**src/rtl/alu_core.sv**
```systemverilog
// alu_core: single-cycle RV32 integer ALU with registered result and zero flag.
//
// Ports
//   i_clk    : rising-edge clock
//   i_rst    : synchronous active-high reset (wins over i_valid)
//   i_valid  : i_op / i_Ra / i_Rb are valid this cycle
//   i_op     : operation select (ADD, SLL, SLT, SLTU, XOR, SRL, OR, AND, SUB, SRA)
//   i_Ra     : operand A
//   i_Rb     : operand B; shifts use i_Rb[4:0] only
//   o_valid  : one-cycle pulse, o_Rc/o_Z carry a new result
//   o_Rc     : result; bit DATA_W is carry/borrow/shift-out, low DATA_W bits the result
//   o_Z      : 1 when o_Rc[DATA_W-1:0] is zero (bit DATA_W ignored)
//
// Build option
//   ALU_CARRY_OUT_EN : when defined, o_Rc[DATA_W] reports carry/borrow/shift-out.
//                      When undefined, o_Rc[DATA_W] is tied to 0 and no
//                      extended-width arithmetic is built.
module alu_core #(
    parameter int unsigned DATA_W = 32
) (
    input  logic              i_clk,
    input  logic              i_rst,
    input  logic              i_valid,
    input  logic [3:0]        i_op,
    input  logic [DATA_W-1:0] i_Ra,
    input  logic [DATA_W-1:0] i_Rb,
    output logic              o_valid,
    output logic [DATA_W:0]   o_Rc,
    output logic              o_Z
);

    localparam int unsigned OP_W    = 4;
    localparam int unsigned SHAMT_W = 5;
    localparam int unsigned RES_W   = DATA_W + 1;

    localparam logic [OP_W-1:0] OP_ADD  = 4'b0000;
    localparam logic [OP_W-1:0] OP_SLL  = 4'b0001;
    localparam logic [OP_W-1:0] OP_SLT  = 4'b0010;
    localparam logic [OP_W-1:0] OP_SLTU = 4'b0011;
    localparam logic [OP_W-1:0] OP_XOR  = 4'b0100;
    localparam logic [OP_W-1:0] OP_SRL  = 4'b0101;
    localparam logic [OP_W-1:0] OP_OR   = 4'b0110;
    localparam logic [OP_W-1:0] OP_AND  = 4'b0111;
    localparam logic [OP_W-1:0] OP_SUB  = 4'b1000;
    localparam logic [OP_W-1:0] OP_SRA  = 4'b1101;

    logic [SHAMT_W-1:0] shamt_c;
    logic [RES_W-1:0]   res_c;
    logic               zero_c;

    assign shamt_c = i_Rb[SHAMT_W-1:0];

    // Result datapath; unlisted opcodes fall through to zero.
    always_comb begin
        res_c = '0;
        case (i_op)
`ifdef ALU_CARRY_OUT_EN
            OP_ADD:  res_c = {1'b0, i_Ra} + {1'b0, i_Rb};
            OP_SUB:  res_c = {1'b0, i_Ra} - {1'b0, i_Rb};
            // 33-bit shift leaves the last bit pushed out of bit 31 in bit 32
            OP_SLL:  res_c = {1'b0, i_Ra} << shamt_c;
`else
            OP_ADD:  res_c = {1'b0, i_Ra + i_Rb};
            OP_SUB:  res_c = {1'b0, i_Ra - i_Rb};
            OP_SLL:  res_c = {1'b0, i_Ra << shamt_c};
`endif
            OP_SLT:  res_c = RES_W'($signed(i_Ra) < $signed(i_Rb));
            OP_SLTU: res_c = RES_W'(i_Ra < i_Rb);
            OP_XOR:  res_c = {1'b0, i_Ra ^ i_Rb};
            OP_SRL:  res_c = {1'b0, i_Ra >> shamt_c};
            OP_OR:   res_c = {1'b0, i_Ra | i_Rb};
            OP_AND:  res_c = {1'b0, i_Ra & i_Rb};
            OP_SRA:  res_c = {1'b0, DATA_W'($signed(i_Ra) >>> shamt_c)};
            default: res_c = '0;
        endcase
    end

    assign zero_c = (res_c[DATA_W-1:0] == '0);

    // Output registers: results only load on i_valid, otherwise they hold.
    always_ff @(posedge i_clk) begin
        if (i_rst) begin
            o_valid <= 1'b0;
            o_Rc    <= '0;
            o_Z     <= 1'b1;
        end else begin
            o_valid <= i_valid;
            if (i_valid) begin
                o_Rc <= res_c;
                o_Z  <= zero_c;
            end
        end
    end

endmodule

```
**config.mk**
```make
export PLATFORM = sky130hd
export DESIGN_NAME = alu_core
export DESIGN_NICKNAME = d
export VERILOG_FILES = /design/src/rtl/alu_core.sv
export SDC_FILE = /design/constraint.sdc
export NUM_CORES = 1
export LEC_CHECK = 0
export ABC_CLOCK_PERIOD_IN_PS = 6400
export CAP_MARGIN = 25
export CELL_PAD_IN_SITES_DETAIL_PLACEMENT = 1
export CELL_PAD_IN_SITES_GLOBAL_PLACEMENT = 1
export CORE_MARGIN = 2
export CORE_UTILIZATION = 35
export DETAILED_ROUTE_END_ITERATION = 12
export PLACE_DENSITY_LB_ADDON = 0.1
export SLEW_MARGIN = 20
export SYNTH_ARGS = -nofsm -noshare
export SYNTH_HDL_FRONTEND = slang
export SYNTH_SLANG_ARGS = --single-unit
export TNS_END_PERCENT = 1
```
**constraint.sdc**
```tcl
create_clock -name i_clk -period 6.4 [get_ports i_clk]
set_clock_uncertainty 0.2 [all_clocks]
set_input_delay 0.64 -clock i_clk [delete_from_list [all_inputs] [get_ports i_clk]]
set_output_delay 0.64 -clock i_clk [all_outputs]
set_load 0.01 [all_outputs]
```
==> reports/metrics.csv, run 1 <==
metric,value,unit
cts.clk_slew.worst_paths,0.06,ns
track_usage,34.85,%
switching_power,785.3,uW
endpoint,o_Z,
setup_tns,0,ns
wl_per_cell,28.98,microns
syn_area,10750,sq um
nets,1748,
layout-drive-gt1-share,11.53,%
synth-edff-count,0,
irDropWorstVdd,88.77,uV
share_comb_of_total_power,68.7,%
synth_area_leaders,"ha_1 11%, mux4_2 8.2%, nor2_1 6.7%",
cp_data_required_time,6.39,ns
crit_start,i_Ra[3],
die_h,179.2,microns
core-area,30430,sq um
dr.pass1.iters,5,
fin_cells,1975,
grt_max_degree,59,
root_buffer,clkbuf_16,
finalPower,1569,uW
die-area,32120,sq um
cts_tree,built,
fin_crit,5.813,ns
rsz0062_at_grt,no,
ys.flop_type,dfxtp_1,
synth_top_cell_area_share,11.29,%
grt_pass1_wl,82480,microns
ioPinCount,106,
viasPerCell,6.639,
p_seq_share,15.2,%
cts_hold_buf,0,
synthTopCellsByCount,"191 x nor2_1, 153 x nand2_1, 114 x a21oi_1, 97 x ha_1, 97 x inv_1",
num_rows,64,
drc,0,
cp.arrival,5.81,ns
power.density,126.6,nW/um^2
tightest_slew,1.121,ns
grt_pass1_vias,12490,
start_kind,input port,
fin_crit_sh,90.83,%
r2r_slack,5.41,ns
setup.worst_path.end_class,flop,
reg2reg_to,o_Rc[4],
place_inst,1967,
fillers,3900,
cts_setup_buffers,0,
setup_violations,0,
place_congestion,1.031,
leakagePower,0.004998,uW
dpl.hpwl,45470,microns
path_max_fanout,10,
syn_inst,1516,
post_dp_cell_area,12250,sq um
synth_cell_types,87,
syn_nets,1686,
design_area,12390,sq um
power.clock.fraction,16.1,%
synth.yosys.seq_area_share,6.334,%
die_w,179.2,microns
min_path_type,flop to flop,
maxCapViolCount,0,
cts_buffers,5,
cts_sinks,34,
slew_headroom,25.24,%
yosysMostFrequentCell,nor2_1,
htreeDepth,2,
yosysWarningCount,0,
overflow,0,
antenna_found_initial,1,
synth_top_area_cell,ha_1,
worstSkewPairLatency,0.29,ns
slew_violations,0,
synth.avg_cell_area,7.088,sq um
p_int,783.7,uW
antenna_cells,0,
critical_path_class,input port to flop,
io_buffers,104,
start_util,35.31,%
clock_path_buffers,2,
fmax,172.0,MHz
reg2reg_depth,2,
reg2reg_from,o_Rc[4],
cts_resized,0,
status,finished clean,
finalWirelength,57240,microns
drt-initial-drc-count,1350,
swShare,50.05,%
area_growth,15.35,%
hold_viol,0,
vias,13110,
ant_nets,0,
async_reset_ff_share,0,%
ys_ff_latch,34,
==> per-layer routing <==
metal,share of wire (%),routed length (microns),GRT usage [%]
met5,0,0,0
met4,4.4,2504,13.34
met3,7.9,4497,5.556
met2,45,25540,55.91
met1,43,24700,46.79
==> how the worst min path moves through the flow <==
stage          startpoint  endpoint  slack, ns  depth (start not counted)
5_1_grt          o_Rc[25]  o_Rc[25]       0.30                          2
2_1_floorplan    o_Rc[26]  o_Rc[26]       0.29                          2
3_3_place_gp     o_Rc[26]  o_Rc[26]       0.26                          2
3_5_place_dp     o_Rc[26]  o_Rc[26]       0.27                          2
4_1_cts          o_Rc[26]  o_Rc[26]       0.28                          2
6_report         o_Rc[26]  o_Rc[26]       0.27                          2
==> power by group through the flow <==
stage | registers, uW | clock network [uW] | logic [uW]
6_report | 238 | 253 | 1080
5_1_grt | 240 | 264 | 1140
4_1_cts | 239 | 256 | 1050
3_5_place_dp | 243 | 0 | 1040
3_3_place_gp | 243 | 0 | 1030
2_1_floorplan | 250 | 0 | 626
==> placed cells by master, fill, tap and decap left out, types with 10 or more instances in the layout <==
cell,n
and3_1,11
a221oi_1,19
nor4_1,12
a31oi_1,19
o221ai_1,15
mux4_2,39
inv_1,97
buf_4,74
o21ai_0,87
nand2_1,153
nor2b_1,16
o211ai_1,20
ha_1,97
a21o_1,13
o311ai_0,10
dfxtp_1,34
o31ai_1,12
nor2_1,191
nand2b_1,14
o22ai_1,16
mux2_2,31
nand3_1,22
mux2i_1,39
a221o_1,11
nor3_1,44
a211oi_1,55
nand4_1,12
a21oi_1,114
clkdlybuf4s50_1,97
==> logic make-up (layout without fill, tap and decap cells) <==
kind of cell             after synthesis  count (layout)  share of synthesized area, %
AO/OA/AOI/OAI                        497             497                         31.81
other                                  1               1                       0.03490
adder cells (fa/ha/maj)               99              99                         11.67
buffers and inverters                221             284                         8.745
XOR/XNOR                              15              15                         1.223
multiplexers                         119             119                         17.36
flip-flops                            34              34                         6.334
AND/OR/NAND/NOR                      530             530                         22.82
==> registers in the layout, indices dropped and copies added, names as in the netlist <==
signal   cells
o_Rc        32
o_Z          1
o_valid      1
==> area by class of cell <==
type | count | area [sq um] | area share (%)
clock inverter | 1 | 5.005 | 0.04038
multi-input combinational | 1261 | 9144 | 73.77
inverter | 100 | 375.4 | 3.028
sequential | 34 | 680.7 | 5.492
tap | 396 | 495.5 | 3.998
timing repair buffer | 176 | 1551 | 12.52
clock buffer | 7 | 142.6 | 1.151
==> per-stage QoR <==
stage / hold slack [ns] / worst slack (ns) / utilization [%]
after CTS: 0.2793 / 0.6992 / 40.73
after global placement: 0.2645 / 0.6311 / 40.25
after floorplan: 0.2900 / 1.220 / -
after global routing: 0.3049 / 0.2218 / 40.73
final: 0.2748 / 0.5868 / 40.73
after detailed placement: 0.2703 / 0.4128 / 40.25
==> worst max-delay path, stage by stage <==
cell             delay (ns)
clkdlybuf4s50_1        0.63
inv_1                  0.11
ha_1                   0.50
nor3b_1                0.10
a211oi_1               0.53
a21boi_0               0.27
o311ai_0               0.78
and2_1                 0.32
o221ai_1               0.14
a221oi_1               0.43
nand2_1                0.10
or4_1                  0.47
or4_1                  0.51
o41ai_2                0.27
No activity file was read; power rests on OpenSTA's default activity.
==> run 2, diff against run 1 <==
Settings changed: CORE_MARGIN 2 to default.
==> run 2 against run 1 <==
  * Total power up 1.1%
  * Setup slack better by 0.015 ns
  * Maximum frequency up 0.25%
  * Highest routed layer unchanged
==> reports/metrics.csv, run 2 (same netlist as run 1, synthesis figures left out) <==
metric,value,unit,change
final_common_cell,nor2_1,,
vias,12990,,-0.94%
fin_crit,5.799,ns,-0.01459 ns
cts_tree,built,,
layout-drive-gt1-share,11.26,%,-0.27 points
reg_top3,"o_Rc x32, o_Z x1, o_valid x1",,
power.density,127.9,nW/um^2,+1.1%
hold_viol,0,,unchanged
cts_hold_buf,0,,unchanged
swShare,49.31,%,-0.74 points
fillers,3812,,-2.3%
drt-met1-wl,25980,microns,+5.2%
num_rows,63,,-1.6%
status,finished clean,,
setup.worst_path.end_class,flop,,
htreeDepth,2,,unchanged
fin_crit_sh,90.60,%,-0.23 points
final_cell_mix,"191 x nor2_1, 153 x nand2_1, 114 x a21oi_1",,
rsz0062_at_grt,no,,
drt-initial-drc-count,1179,,-13%
cts_buffers,5,,unchanged
core-area,29950,sq um,-1.6%
track_usage,37.01,%,+2.2 points
path_max_fanout,10,,unchanged
slew_violations,0,,unchanged
largest_reg_flops,32,,unchanged
cp_data_required_time,6.40,ns,about the same
io_buffers,104,,unchanged
cts.clk_slew.worst_paths,0.06,ns,about the same
grt_max_degree,58,,-1.7%
finalWirelength,58170,microns,+1.6%
irDropWorstVdd,108.4,uV,+22%
wl_met3,4042,microns,-10%
dp_slack,0.3995,ns,-0.01327 ns
place_congestion,1.001,,-2.9%
power.clock.fraction,16.9,%,+0.8 points
post_dp_cell_area,12230,sq um,-0.16%
largest_register,o_Rc,,
multi_input_area,9146,sq um,about the same
setup_violations,0,,unchanged
die-area,31410,sq um,-2.2%
leakagePower,0.004988,uW,-0.19%
worstSkewPairLatency,0.28,ns,about the same
cp.arrival,5.79,ns,-0.02 ns
antenna_found_initial,1,,unchanged
cts_sinks,34,,unchanged
ant_nets,0,,unchanged
start_kind,input port,,
drc,0,,unchanged
die_w,177.2,microns,-1.1%
cts_resized,0,,unchanged
switching_power,782.0,uW,-0.43%
share_comb_of_total_power,68.1,%,-0.6 points
start_util,35.87,%,+0.56 points
critical_path_class,input port to flop,,
maxCapViolCount,0,,unchanged
ioPinCount,106,,unchanged
finalWorstSetupSlack,0.6014,ns,+0.01460 ns
nets,1741,,-0.40%
die_h,177.2,microns,-1.1%
p_int,803.9,uW,+2.6%
highest_layer,met4,,
wl_met2,26390,microns,+3.3%
slew_headroom,20.31,%,-4.9 points
overflow,0,,unchanged
clock_path_buffers,2,,unchanged
dpl.hpwl,46280,microns,+1.8%
grt_pass1_wl,86380,microns,+4.7%
cts_setup_buffers,0,,unchanged
viasPerCell,6.617,,-0.33%
grt_pass1_vias,12640,,+1.2%
min_path_type,flop to flop,,
wl_per_cell,29.63,microns,+2.2%
root_buffer,clkbuf_16,,
p_seq_share,15.0,%,-0.2 points
setup_tns,0,ns,unchanged
register_area,680.7,sq um,unchanged
area_growth,15.36,%,about the same
design_area,12400,sq um,about the same
tightest_slew,1.192,ns,+0.07030 ns
dr.pass1.iters,5,,unchanged
fmax,172.5,MHz,+0.25%
run 2: power by group through the flow:
stage	registers [uW]	logic, uW	clock network (uW)
floorplan	250	626	0
global placement	242	1040	0
detailed placement	243	1050	0
CTS	239	1050	273
global route	240	1150	284
finish	239	1080	267
run 2: path summary, 6_finish.rpt:
kind,slack [ns],from,cells past startpoint,endpoint
setup / recovery,0.60,i_Ra[3],14,o_Z
setup reg to reg,5.40,o_Rc[4],2,o_Rc[4]
hold reg to reg,0.27,o_Rc[26],2,o_Rc[26]
hold / removal,0.27,o_Rc[26],2,o_Rc[26]
run 2: per-layer routing:
layer | vias up | track usage, %
met3 | 91 | 5.284
met4 | 0 | 9.555
met2 | 598 | 59.72
li1 | 5814 | -
met1 | 6486 | 51.13
met5 | - | 0
run 2: metrics by stage:
stage	util [%]	power, uW	instances	hold slack, ns
3_3_place_gp	40.82	1283	1954	0.2557
6_report	41.38	1586	1963	0.2711
2_1_floorplan	-	876.3	1516	0.2900
4_1_cts	41.37	1566	1962	0.2746
5_1_grt	41.37	1670	1962	0.2903
3_5_place_dp	40.82	1291	1954	0.2636
run 2: final cells by class:
| type | instances | share of cell area, % |
|---|---|---|
| Antenna cell | 1 | 0.02019 |
| Clock buffer | 8 | 1.342 |
| Inverter | 100 | 3.028 |
| Multi-Input combinational cell | 1261 | 73.79 |
| Sequential cell | 34 | 5.491 |
| Tap cell | 390 | 3.937 |
| Timing Repair Buffer | 169 | 12.40 |
run 2: critical path: stages:
cell,delay (ns)
clkdlybuf4s50_1,0.66
inv_1,0.10
ha_1,0.52
nor3b_1,0.10
a211oi_1,0.52
a21boi_0,0.26
o311ai_0,0.72
and2_1,0.30
o221ai_1,0.15
a221oi_1,0.43
nand2_1,0.11
or4_1,0.50
or4_1,0.51
o41ai_2,0.26
==> run 3, diff against run 2 <==
Settings changed: CORE_MARGIN from default to 5, CORE_UTILIZATION 35 to 36.
==> run 3 against run 2 <==
  * Cell count increased by 0.10%
  * Critical path depth down 2
  * Register-to-register slack is essentially flat
  * Utilization increased by 0.46 points
  * Routed wire length fell by 1.4%
  * Setup slack lost 0.079 ns
  * Non-clock buffer count rose by 3
==> reports/metrics.csv, run 3 (same netlist as run 1, synthesis figures left out) <==
metric,value,unit,change
path_max_fanout,19,,+9
place_congestion,1.005,,+0.42%
core-area,29560,sq um,-1.3%
critical_path_class,input port to flop,,
die_w,182.8,microns,+3.1%
worstSkewPairLatency,0.28,ns,about the same
final_common_cell,nor2_1,,
min_path_type,flop to flop,,
root_buffer,clkbuf_16,,
wl_per_cell,29.19,microns,-1.5%
viasPerCell,6.680,,+0.96%
fillers,3724,,-2.3%
multi_input_area,9144,sq um,about the same
fin_crit_sh,91.84,%,+1.2 points
hold_viol,0,,unchanged
largest_register,o_Rc,,
crit_path_cell_trace,clkdlybuf4s50_1 > nand2b_1 > a2111oi_0 > or4_1 > nor4_1 > o21ai_0 > or3_1 > nor3_1 > nand4_1 > or4_1 > or4_1 > o41ai_2,,
finalPower,1568,uW,-1.1%
drt-initial-drc-count,1221,,+3.6%
utilization,41.85,%,+0.46 points
start_util,36.35,%,+0.48 points
start_kind,input port,,
cp_data_required_time,6.39,ns,about the same
fin_cells,1965,,+0.10%
num_rows,63,,unchanged
fin_crit,5.878,ns,+0.07918 ns
nets,1744,,+0.17%
finalWirelength,57370,microns,-1.4%
htreeDepth,2,,unchanged
register_area,680.7,sq um,unchanged
critical_path.top_delay_family,simple AND/OR/NAND/NOR gates,,
ioPinCount,106,,unchanged
cts_sinks,34,,unchanged
fmax,170.1,MHz,-1.3%
critPathMaxStageDelay,1.03,ns,+0.31 ns
status,finished clean,,
cts_tree,built,,
clock_path_buffers,2,,unchanged
cpMostUsedCell,or4_1,,
overflow,0,,unchanged
area_growth,15.11,%,
cp.arrival,5.87,ns,+0.08 ns
antenna_found_initial,3,,+2
antenna_cells,0,,-1
vias,13130,,+1.1%
grt_pass1_wl,84810,microns,-1.8%
reg_top3,"o_Rc x32, o_Z x1, o_valid x1",,
place_inst,1957,,+0.15%
dpl.hpwl,46000,microns,-0.60%
setup.worst_path.end_class,flop,,
cts_setup_buffers,0,,unchanged
tightest_slew,0.9334,ns,-0.2582 ns
dr.pass1.iters,5,,unchanged
cts_resized,0,,unchanged
final_cell_mix,"191 x nor2_1, 153 x nand2_1, 114 x a21oi_1",,
rsz0062_at_grt,no,,
irDropWorstVdd,94.53,uV,-13%
die-area,33400,sq um,+6.4%
dp_slack,0.3967,ns,-0.002817 ns
cts.clk_slew.worst_paths,0.05,ns,about the same
track_usage,33.06,%,-4.0 points
finalWorstSetupSlack,0.5222,ns,-0.07918 ns
ant_nets,0,,unchanged
slowest_stage,clkdlybuf4s50_1,,
layout-drive-gt1-share,11.30,%,+0.042 points
largest_reg_flops,32,,unchanged
slew_violations,0,,unchanged
power.density,126.7,nW/um^2,-0.94%
setup_tns,0,ns,unchanged
cts_buffers,5,,unchanged
slew_headroom,37.11,%,+17 points
grt_pass1_vias,12810,,+1.3%
drc,0,,unchanged
io_buffers,104,,unchanged
leakagePower,0.004983,uW,about the same
cts_hold_buf,0,,unchanged
setup_violations,0,,unchanged
grt_max_degree,59,,+1.7%
cp_num_buf_inv,1,,-1
die_h,182.8,microns,+3.1%
maxCapViolCount,0,,unchanged
run 3: changes by cell type in the layout (fill, tap and decap cells not counted), sizes merged:
cell | previous run | this run
diode | 1 | 0
clkinv | 3 | 4
clkbuf | 8 | 7
buf | 72 | 75
run 3: worst paths after layout:
kind                            cells past startpoint       end  slack (ns)      from
worst min register to register                      2  o_Rc[26]        0.27  o_Rc[26]
worst max-delay path                               12       o_Z        0.52   i_op[3]
worst max register to register                      2   o_Rc[4]        5.41   o_Rc[4]
worst min-delay path                                2  o_Rc[26]        0.27  o_Rc[26]
run 3: stage by stage:
step | area, sq um | hold WS (ns)
2_1_floorplan | 10750 | 0.2900
3_3_place_gp | 12220 | 0.2559
3_5_place_dp | 12220 | 0.2643
4_1_cts | 12370 | 0.2745
5_1_grt | 12370 | 0.3031
6_report | 12370 | 0.2667
run 3: worst reg2reg max path, delay by kind of cell (launching register included):
| family | cells | cell delay, ns |
|---|---|---|
| flops | 1 | 0.30 |
| compound gates | 1 | 0.12 |
| simple gates | 1 | 0.27 |
run 3: power by group:
part	internal, uW	switching [uW]	leakage [uW]
Combinational	399	677	0.00463
Sequential	229	9.26	0.000282
Clock	155	98.6	0.0000739
run 3: final cells by class:
class | count | share of cell area (%)
Clock buffer | 7 | 1.153
Inverter | 100 | 3.035
Multi-Input combinational cell | 1261 | 73.92
Clock inverter | 1 | 0.04046
Sequential cell | 34 | 5.503
Tap cell | 390 | 3.945
Timing Repair Buffer | 172 | 12.40
run 3: metal layers:
layer / track usage (%) / share of wire (%) / vias up
met1: 44.71 / 43 / 6484
met3: 6.962 / 8.3 / 150
li1: - / - / 5813
met2: 51.18 / 43 / 674
met5: 0 / 0.063 / -
met4: 14.11 / 5.6 / 6
